`config.mk`:
```
export PLATFORM = sky130hd
export DESIGN_NAME = serial_frame_transmitter
export DESIGN_NICKNAME = d
export VERILOG_FILES = /design/src/rtl/serial_frame_transmitter_pkg.sv /design/src/rtl/serial_frame_transmitter_bit_period_counter.sv /design/src/rtl/serial_frame_transmitter.sv
export SDC_FILE = /design/constraint.sdc
export NUM_CORES = 1
export LEC_CHECK = 0
export CORE_MARGIN = 1.5
export CORE_UTILIZATION = 45
export CTS_CLUSTER_DIAMETER = 100
export DETAILED_ROUTE_END_ITERATION = 10
export PLACE_DENSITY_LB_ADDON = 0.05
export SLEW_MARGIN = 20
export SYNTH_ARGS = -nofsm -noshare
export SYNTH_HDL_FRONTEND = slang
export SYNTH_SLANG_ARGS = --single-unit
```
`constraint.sdc`:
```
create_clock -name clk -period 2.79 [get_ports clk]
set_input_delay 0.4185 -clock clk [delete_from_list [all_inputs] [get_ports clk]]
set_output_delay 0.4185 -clock clk [all_outputs]
set_load 0.1 [all_outputs]
```
`src/rtl/serial_frame_transmitter_pkg.sv`:
```
// Shared definitions for the serial frame transmitter and receiver pair.
// Encodings must stay identical on both ends of the line.
package serial_frame_transmitter_pkg;

  typedef logic [2:0] state_t;

  localparam state_t IDLE   = 3'd0;
  localparam state_t START  = 3'd1;
  localparam state_t DATA   = 3'd2;
  localparam state_t PARITY = 3'd3;
  localparam state_t STOP   = 3'd4;

  localparam logic LINE_IDLE = 1'b1;

endpackage

```
`src/rtl/serial_frame_transmitter_bit_period_counter.sv`:
```
// Free-running bit-period counter: tick marks the last cycle of each bit.
// Held at zero while clear is high so every frame starts on a full period.
module bit_period_counter #(
  parameter int CLKS_PER_BIT = 4
) (
  input  logic clk,
  input  logic rst,
  input  logic clear,
  output logic tick
);

  localparam int CNT_W = (CLKS_PER_BIT > 1) ? $clog2(CLKS_PER_BIT) : 1;
  localparam logic [CNT_W-1:0] LAST = CNT_W'(CLKS_PER_BIT - 1);

  logic [CNT_W-1:0] r_cnt;

  assign tick = (r_cnt == LAST);

  always_ff @(posedge clk) begin
    if (rst || clear) begin
      r_cnt <= '0;
    end else if (tick) begin
      r_cnt <= '0;
    end else begin
      r_cnt <= r_cnt + CNT_W'(1);
    end
  end

endmodule

```
`src/rtl/serial_frame_transmitter.sv`:
```
// Parallel-to-serial frame transmitter: start, data LSB first, optional even parity, stop.
// tx is registered from the next state so the line changes on the same edge as the FSM.
module serial_frame_transmitter
  import serial_frame_transmitter_pkg::*;
#(
  parameter int DATA_WIDTH   = 8,
  parameter int CLKS_PER_BIT = 4,
  parameter int PARITY_EN    = 1
) (
  input  logic                  clk,
  input  logic                  rst,
  input  logic [DATA_WIDTH-1:0] data_in,
  input  logic                  valid,
  output logic                  ready,
  output logic                  tx,
  output logic                  busy,
  output logic                  done
);

  localparam int IDX_W = (DATA_WIDTH > 1) ? $clog2(DATA_WIDTH) : 1;
  localparam logic [IDX_W-1:0] LAST_IDX = IDX_W'(DATA_WIDTH - 1);

  state_t                r_state;
  state_t                w_state_nxt;
  logic [DATA_WIDTH-1:0] r_shreg;
  logic [DATA_WIDTH-1:0] w_shreg_nxt;
  logic [IDX_W-1:0]      r_idx;
  logic                  r_parity;
  logic                  r_tx;
  logic                  r_done;
  logic                  w_tick;
  logic                  w_accept;
  logic                  w_shift;
  logic                  w_tx_nxt;
  logic                  w_ready;
  logic                  w_busy;

  bit_period_counter #(
    .CLKS_PER_BIT(CLKS_PER_BIT)
  ) u_bit_period_counter (
    .clk  (clk),
    .rst  (rst),
    .clear(r_state == IDLE),
    .tick (w_tick)
  );

  assign w_accept = valid && (r_state == IDLE);
  assign w_shift  = (r_state == DATA) && w_tick;

  always_ff @(posedge clk) begin
    if (rst) begin
      r_state <= IDLE;
    end else begin
      r_state <= w_state_nxt;
    end
  end

  always_comb begin
    w_state_nxt = r_state;
    case (r_state)
      IDLE:    if (w_accept) w_state_nxt = START;
      START:   if (w_tick) w_state_nxt = DATA;
      DATA: begin
        if (w_tick && (r_idx == LAST_IDX)) begin
          w_state_nxt = (PARITY_EN != 0) ? PARITY : STOP;
        end
      end
      PARITY:  if (w_tick) w_state_nxt = STOP;
      STOP:    if (w_tick) w_state_nxt = IDLE;
      default: w_state_nxt = IDLE;
    endcase
  end

  always_comb begin
    w_shreg_nxt = r_shreg;
    if (w_accept) begin
      w_shreg_nxt = data_in;
    end else if (w_shift) begin
      w_shreg_nxt = r_shreg >> 1;
    end
  end

  // Line level for the cycle after this edge, taken from where the FSM is heading.
  always_comb begin
    w_ready  = (r_state == IDLE);
    w_busy   = (r_state != IDLE);
    w_tx_nxt = LINE_IDLE;
    case (w_state_nxt)
      START:   w_tx_nxt = 1'b0;
      DATA:    w_tx_nxt = w_shreg_nxt[0];
      PARITY:  w_tx_nxt = r_parity;
      default: w_tx_nxt = LINE_IDLE;
    endcase
  end

  always_ff @(posedge clk) begin
    if (rst) begin
      r_shreg  <= '0;
      r_idx    <= '0;
      r_parity <= 1'b0;
      r_tx     <= LINE_IDLE;
      r_done   <= 1'b0;
    end else begin
      r_shreg <= w_shreg_nxt;
      if (w_accept) begin
        r_idx    <= '0;
        r_parity <= ^data_in;
      end else if (w_shift) begin
        r_idx <= r_idx + IDX_W'(1);
      end
      r_tx   <= w_tx_nxt;
      r_done <= (r_state == STOP) && w_tick;
    end
  end

  assign ready = w_ready;
  assign busy  = w_busy;
  assign tx    = r_tx;
  assign done  = r_done;

endmodule

```
## Yosys cells after proc, flatten, opt, wreduce, memory -nomap -nowiden

Index checks and enable logic that the tools add are counted.

- Output and inout bits: 4
- Memory bits (writable): 0
- ROM bits: 0
- Register bits: 19
- Bits in latches: 0
- Logic and storage cells: 39
- Memories kept: 0

- Multiply operators: 0
- Div/mod/pow operators: 0
- $lt $le $gt $ge: 0
- Eq/ne operators: 9
- Reductions and logical operators: 11
- Add/subtract/negate cells: 2
- Shifts and indexed selects: 0
- Muxes and demuxes: 9
- Bitwise operators: 0

Operators by type and width:

| cell | number |
|---|---|
| $mux W8 | 2 |
| $mux W3 | 5 |
| $pmux W3 S5 | 1 |
| $eq A3 B2 Y1 const B | 4 |
| $reduce_xor A8 Y1 | 1 |
| $eq A3 B1 Y1 const B | 2 |
| $eq A3 B3 Y1 const B | 2 |
| $logic_and A1 B1 Y1 | 4 |
| $reduce_or A2 Y1 | 2 |
| $add A3 B1 Y3 const B | 1 |
| $logic_not A3 Y1 | 1 |
| $pmux W1 S3 | 1 |
| $reduce_bool A3 Y1 | 1 |
| $add A2 B1 Y2 const B | 1 |
| $eq A2 B2 Y1 const B | 1 |
| $reduce_bool A2 Y1 | 1 |
| $logic_or A1 B1 Y1 | 1 |

## Longest topological paths before layout

- Depth in word-level cells: 6
- Gate-level depth with buffers: 6
- Gate-level depth less buffers: 6

## By module

From an unflattened synthesis, not the netlist that was laid out.

- Cell total of the unflattened synthesis: 92
- Area total of the unflattened synthesis: 954.7 µm²

By module, submodules not included:

| module | cells each | sequential area each (µm²) | times used | area an instance (µm²) |
|---|---|---|---|---|
| serial_frame_transmitter | 87 | 340.3 | 1 | 874.6 |
| bit_period_counter | 5 | 40.0 | 1 | 80.1 |

## Least setup slack after synthesis

OpenSTA, ideal clock, no wires.

- Path type: flip-flop to output port
- From: register r_state[1]
- To: output busy
- Arrival: 1.976 ns
- Path buffers: 0
- Path slack: 0.396 ns
- Cell stages (with the launch flop): 3
- Cell sequence: dfxtp_1 nor3_4 inv_1

- Longest elaborated chain between the ends: 1

RTL lines:

| item | RTL line | source |
|---|---|---|
| start: declaration | serial_frame_transmitter.sv:23 | `state_t r_state;` |
| start signal: assignment | serial_frame_transmitter.sv:54 | `r_state <= w_state_nxt;` |
| $reduce_bool A3 Y1 | serial_frame_transmitter.sv:86 | `w_busy = (r_state != IDLE);` |
| end: declaration | serial_frame_transmitter.sv:16 | `output logic busy,` |

Every way passes these cells.

## Worst setup path in the final report

- From: register u_bit_period_counter.r_cnt[0]
- To: register r_tx (netlist: tx)

- Longest elaborated chain between the ends: 6

RTL lines:

| item | RTL line | source |
|---|---|---|
| start: declaration | serial_frame_transmitter_bit_period_counter.sv:15 | `logic [CNT_W-1:0] r_cnt;` |
| start signal: assignment | serial_frame_transmitter_bit_period_counter.sv:25 | `r_cnt <= r_cnt + CNT_W'(1);` |
| $eq A2 B2 Y1 (*) | serial_frame_transmitter_bit_period_counter.sv:17 | `assign tick = (r_cnt == LAST);` |
| $logic_and A1 B1 Y1 | serial_frame_transmitter.sv:64 | `if (w_tick && (r_idx == LAST_IDX)) begin` |
| $mux W3 | serial_frame_transmitter.sv:64 |  |
| $pmux W3 S5 | serial_frame_transmitter.sv:60 | `case (r_state)` |
| $eq A3 B2 Y1 / $eq A3 B1 Y1 (equally long branches) | serial_frame_transmitter.sv:88 | `case (w_state_nxt)` |
| $pmux W1 S3 (*) | serial_frame_transmitter.sv:88 |  |
| end signal: assignment | serial_frame_transmitter.sv:111 | `r_tx <= w_tx_nxt;` |
| end: declaration | serial_frame_transmitter.sv:29 | `logic r_tx;` |

Every way passes the cells marked *; elsewhere a longest branch is shown, timed or not. The select of a mux whose other input is x is not followed.
A chain may end at the register's enable or synchronous reset.

==> flow_results.org <==
** Layout
- Register Area :: approximately 380 um^2
- Filler cell count :: 197
- Antenna diode count :: 0
- Excluding fillers, the count of instances in the completed layout stands at ~130.
- Final core utilization :: ~55%
- Relative to the synthesized area, the layout overhead comes to 15.8%.
- Cells with a size suffix above 1 make up 13.5% of the layout.
- The multi-input combinational cells in the finished layout cover a total of between 500 and 600 um^2.
- The net count of the finished layout is about 120.

** Floorplanning
- After floorplanning, the core was sized to cover around 2000 um^2.
- In this run the count of I/O pins placed on the die edge is 15.
- In this run the core area contains 16 standard-cell rows.
- Starting density of the core :: a little under half
- Die span in y :: slightly below 50 um
- The die is around 49 um wide.
- The floorplan step defined a die boundary enclosing roughly 2400 um^2.

** Pwr
- For this design the static power due to leakage is ~0.39 nW.
- Net switching is between 20% and 30% of the power.
- IR analysis of the VDD net gives a maximum drop of roughly 230 uV.
- Power consumption :: around 0.53 mW
- Share of total power in the clock network :: between 20% and 30%
- In this run the power spent charging and discharging nets is ~0.14 mW.
- Combinational fraction of design power :: between 10% and 20%
- Cell internal power was estimated by the tool at between 0.3 and 0.4 mW.
- Dividing total power by cell area gives a power density of about 500 nW/um^2.
- In this run, flip-flops and latches consume approximately 56% of the power.

** GRT
- The initial antenna violation count is 0.
- Wire length of the first global-routing pass :: approximately 2500 um
- Largest net degree at the start of global routing :: 20
- GRT Residual Overflow :: 0
- Total track usage :: 13.9%
- The via count of the first global-routing pass was just under 600.

** Logic synthesis
- In this run, synthesis produced a sequential element count of 19.
- Netlist Area Pre-Place :: just over 900 um^2
- Post-synthesis sequential area ratio :: between 40% and 50%
- After synthesis, the cell types taking the most area are sky130_fd_sc_hd__dfxtp_1 (41%), sky130_fd_sc_hd__mux2i_1 (9.7%), sky130_fd_sc_hd__xnor2_1 (7.5%).
- Synth top area share :: between 40% and 50%
- Post-synth EDFFs :: 0
- Warnings from Yosys :: 0
- Each instance of the synthesized netlist takes up on average roughly 10 um^2.
- Net Count, Synth :: approximately 110
- Cells after Synth :: 92
- Most area-hungry cell type in the Yosys netlist :: sky130_fd_sc_hd__dfxtp_1
- Predominant post-synthesis flop cell :: sky130_fd_sc_hd__dfxtp_1
- After synthesis, the share of flip-flops with an asynchronous set or reset is 0%.
- Count of different cell masters after synthesis :: 32

** Timing
- Worst-margin pin slew :: around 0.68 ns
- The hold violation total from the final report came to 0.
- Achievable clock frequency :: 563 MHz
- Unrepaired setup endpoints after global routing :: false
- The clock arrives with 0.00397 ns of skew.
- Setup violations remaining at the end of the flow were counted as 0.
- After layout, the minimum clock period comes to 1.78 ns.
- The worst pin sits at a relative slew slack of a little over half.
- After layout, the worst path uses a little under two thirds of the clock period.
- Max-slew violation total from the final report :: 0
- Setup TNS :: 0 ns

** Placed design
- Once detailed placement completed, the half-perimeter wirelength came to 1070 um.
- Routability-driven placement finished with a final weighted congestion of 0.719.
- Including well taps, the total number of placed cells is 127.
- During placement, the flow inserted port buffers numbering 14.

** Run
- Max-cap violations in this run came to 0.

** Detailed routing
- First-pass detailed-route iteration total :: 4
- After detailed routing, the average wire length per cell comes to between 10 and 15 um.
- Detailed Route Iter0 Violations :: 1
- The routed layout has 675 vias.
- In this run the remaining antenna-violating nets after routing total 0.
- In the routed layout, each cell is associated on average with a via count of 5.15.
- Remaining design rule violation count :: 0
- The final layout contains routed wiring with a total length of between 1000 and 1500 um.

** Clock network
- CTS placed an instance of sky130_fd_sc_hd__clkbuf_4 at the clock tree root.
- For this design, the sink count on the clock tree is 19.
- After clock tree synthesis, the clock-pin slew on the worst setup and hold paths is 0.10 ns.
- CTS resizes :: 0
- Number of levels in the clock H-tree :: 1
- Hold repair after CTS inserted 0 buffers.
- TritonCTS clock tree :: yes
- Number of buffers added for setup after CTS :: 0
- TritonCTS Buffers :: 3
- Max Buffers Root-to-Sink :: 2
- Clock latency on the worst-skew pair, taken at its later pin, is approximately 0.28 ns.

** Worst setup path
- Chain of cells forming the critical path :: ha_1, and4bb_4, mux2_4, mux2i_1, a22oi_1
- Crit path DAT :: 1.95 ns
- The setup path with the least slack is of type register to register.
- Of all nets on the critical path, the largest fanout is 11.
- STA classifies the critical path startpoint as a register.
- Data on the critical path is required at its endpoint by 2.96 ns.
- For this run, the slowest stage of the critical path takes 0.42 ns.
- CP max-delay cell :: sky130_fd_sc_hd__and4bb_4
- Endpoint type of the worst setup path :: register

** Outcome
- The flow ran to the end, and the final reports show no timing, DRC or antenna violations.

** Min path
- The tightest min-delay check is of the register to register type.
-- state kept, by name (all words and copies together), names as in the netlist --
register / count
r_shreg: 8
r_idx: 3
r_state: 3
u_bit_period_counter.r_cnt: 2
done: 1
r_parity: 1
tx: 1
-- cell families after synthesis --
| group | Yosys count | share of synthesized area, % |
|---|---|---|
| compound gates | 14 | 10.5 |
| xor+xnor | 8 | 7.52 |
| fa+ha+maj | 3 | 4.03 |
| buf+inv | 8 | 5.37 |
| flops | 19 | 40.8 |
| mux | 10 | 11.3 |
| simple gates | 30 | 20.5 |
-- cell usage after synthesis (all sizes together) (2+ instances only) --
cell type  instances
nor3               4
a211oi             7
xnor2              8
nor2              11
nand3b             2
nand2              2
mux2i              9
ha                 3
dfxtp             19
buf                5
a21oi              3
inv                2
-- worst paths after layout --
check | start | end | slack, ns | depth (start not counted)
worst min-delay path | u_bit_period_counter.r_cnt[0] | u_bit_period_counter.r_cnt[0] | 0.44 | 1
worst min register to register | u_bit_period_counter.r_cnt[0] | u_bit_period_counter.r_cnt[0] | 0.44 | 1
worst max-delay path | u_bit_period_counter.r_cnt[0] | tx | 1.01 | 5
worst max register to register | u_bit_period_counter.r_cnt[0] | tx | 1.01 | 5
-- cell type report --
class                      instances  share of cell area (%)
tap                               27                    3.13
clock buffer                       4                    2.43
timing repair buffer              14                    12.1
sequential                        19                    35.2
multi-input combinational         65                    46.5
inverter                           2                   0.695
-- cell usage in the layout, fill, tap and decap left out --
cell,n
sky130_fd_sc_hd__or2_2,1
sky130_fd_sc_hd__nor4b_1,1
sky130_fd_sc_hd__and3b_2,1
sky130_fd_sc_hd__a22oi_1,1
sky130_fd_sc_hd__nor3b_1,1
sky130_fd_sc_hd__and2_1,1
sky130_fd_sc_hd__buf_4,4
sky130_fd_sc_hd__xnor2_1,8
sky130_fd_sc_hd__nand2_1,2
sky130_fd_sc_hd__clkbuf_1,1
sky130_fd_sc_hd__o21bai_1,1
sky130_fd_sc_hd__and2b_2,1
sky130_fd_sc_hd__nor3_4,1
sky130_fd_sc_hd__dfxtp_1,19
sky130_fd_sc_hd__a21boi_0,1
sky130_fd_sc_hd__inv_1,2
sky130_fd_sc_hd__and4bb_4,1
sky130_fd_sc_hd__nand4b_1,1
sky130_fd_sc_hd__a21oi_1,3
sky130_fd_sc_hd__nor2_1,11
sky130_fd_sc_hd__and4b_1,1
sky130_fd_sc_hd__ha_1,3
sky130_fd_sc_hd__mux2_4,1
sky130_fd_sc_hd__a211oi_1,7
sky130_fd_sc_hd__nor4_1,1
sky130_fd_sc_hd__nand3b_1,2
sky130_fd_sc_hd__clkdlybuf4s50_1,10
sky130_fd_sc_hd__nor3_1,3
sky130_fd_sc_hd__mux2i_1,9
sky130_fd_sc_hd__clkbuf_4,3
sky130_fd_sc_hd__and3_2,1
sky130_fd_sc_hd__o31ai_1,1
-- worst max-delay path: cells and delay by family, from the launching register on --
| kind | cells | cell delay [ns] |
|---|---|---|
| AND/OR/NAND/NOR | 1 | 0.42 |
| AO/OA/AOI/OAI | 1 | 0.09 |
| flip-flops | 1 | 0.35 |
| multiplexers | 2 | 0.50 |
| adder cells (fa/ha/maj) | 1 | 0.31 |
-- power by group through the flow --
stage | registers, mW | clock network (mW) | logic, mW
detailed placement | 0.300 | 0 | 0.101
floorplan | 0.305 | 0 | 0.0662
global route | 0.295 | 0.150 | 0.109
CTS | 0.294 | 0.140 | 0.101
finish | 0.294 | 0.132 | 0.100
global placement | 0.300 | 0 | 0.101
-- per-stage QoR --
step	area, um^2	hold slack, ns	worst slack [ns]
4_1_cts	1080	0.441	1.00
3_3_place_gp	1050	0.413	1.03
3_5_place_dp	1050	0.426	1.02
6_report	1080	0.438	1.01
2_1_floorplan	932	0.407	0.396
5_1_grt	1080	0.449	0.874
-- metal layers --
metal / up-vias / part of all wire (%) / global-route usage (%)
met2: 9 / 47 / 23.1
met3: 2 / 4.4 / 4.63
met1: 314 / 48 / 17.1
met4: 0 / 0.87 / 4.29
met5: - / 0 / 0
li1: 350 / - / -
Power figures use the tool's default switching activity.
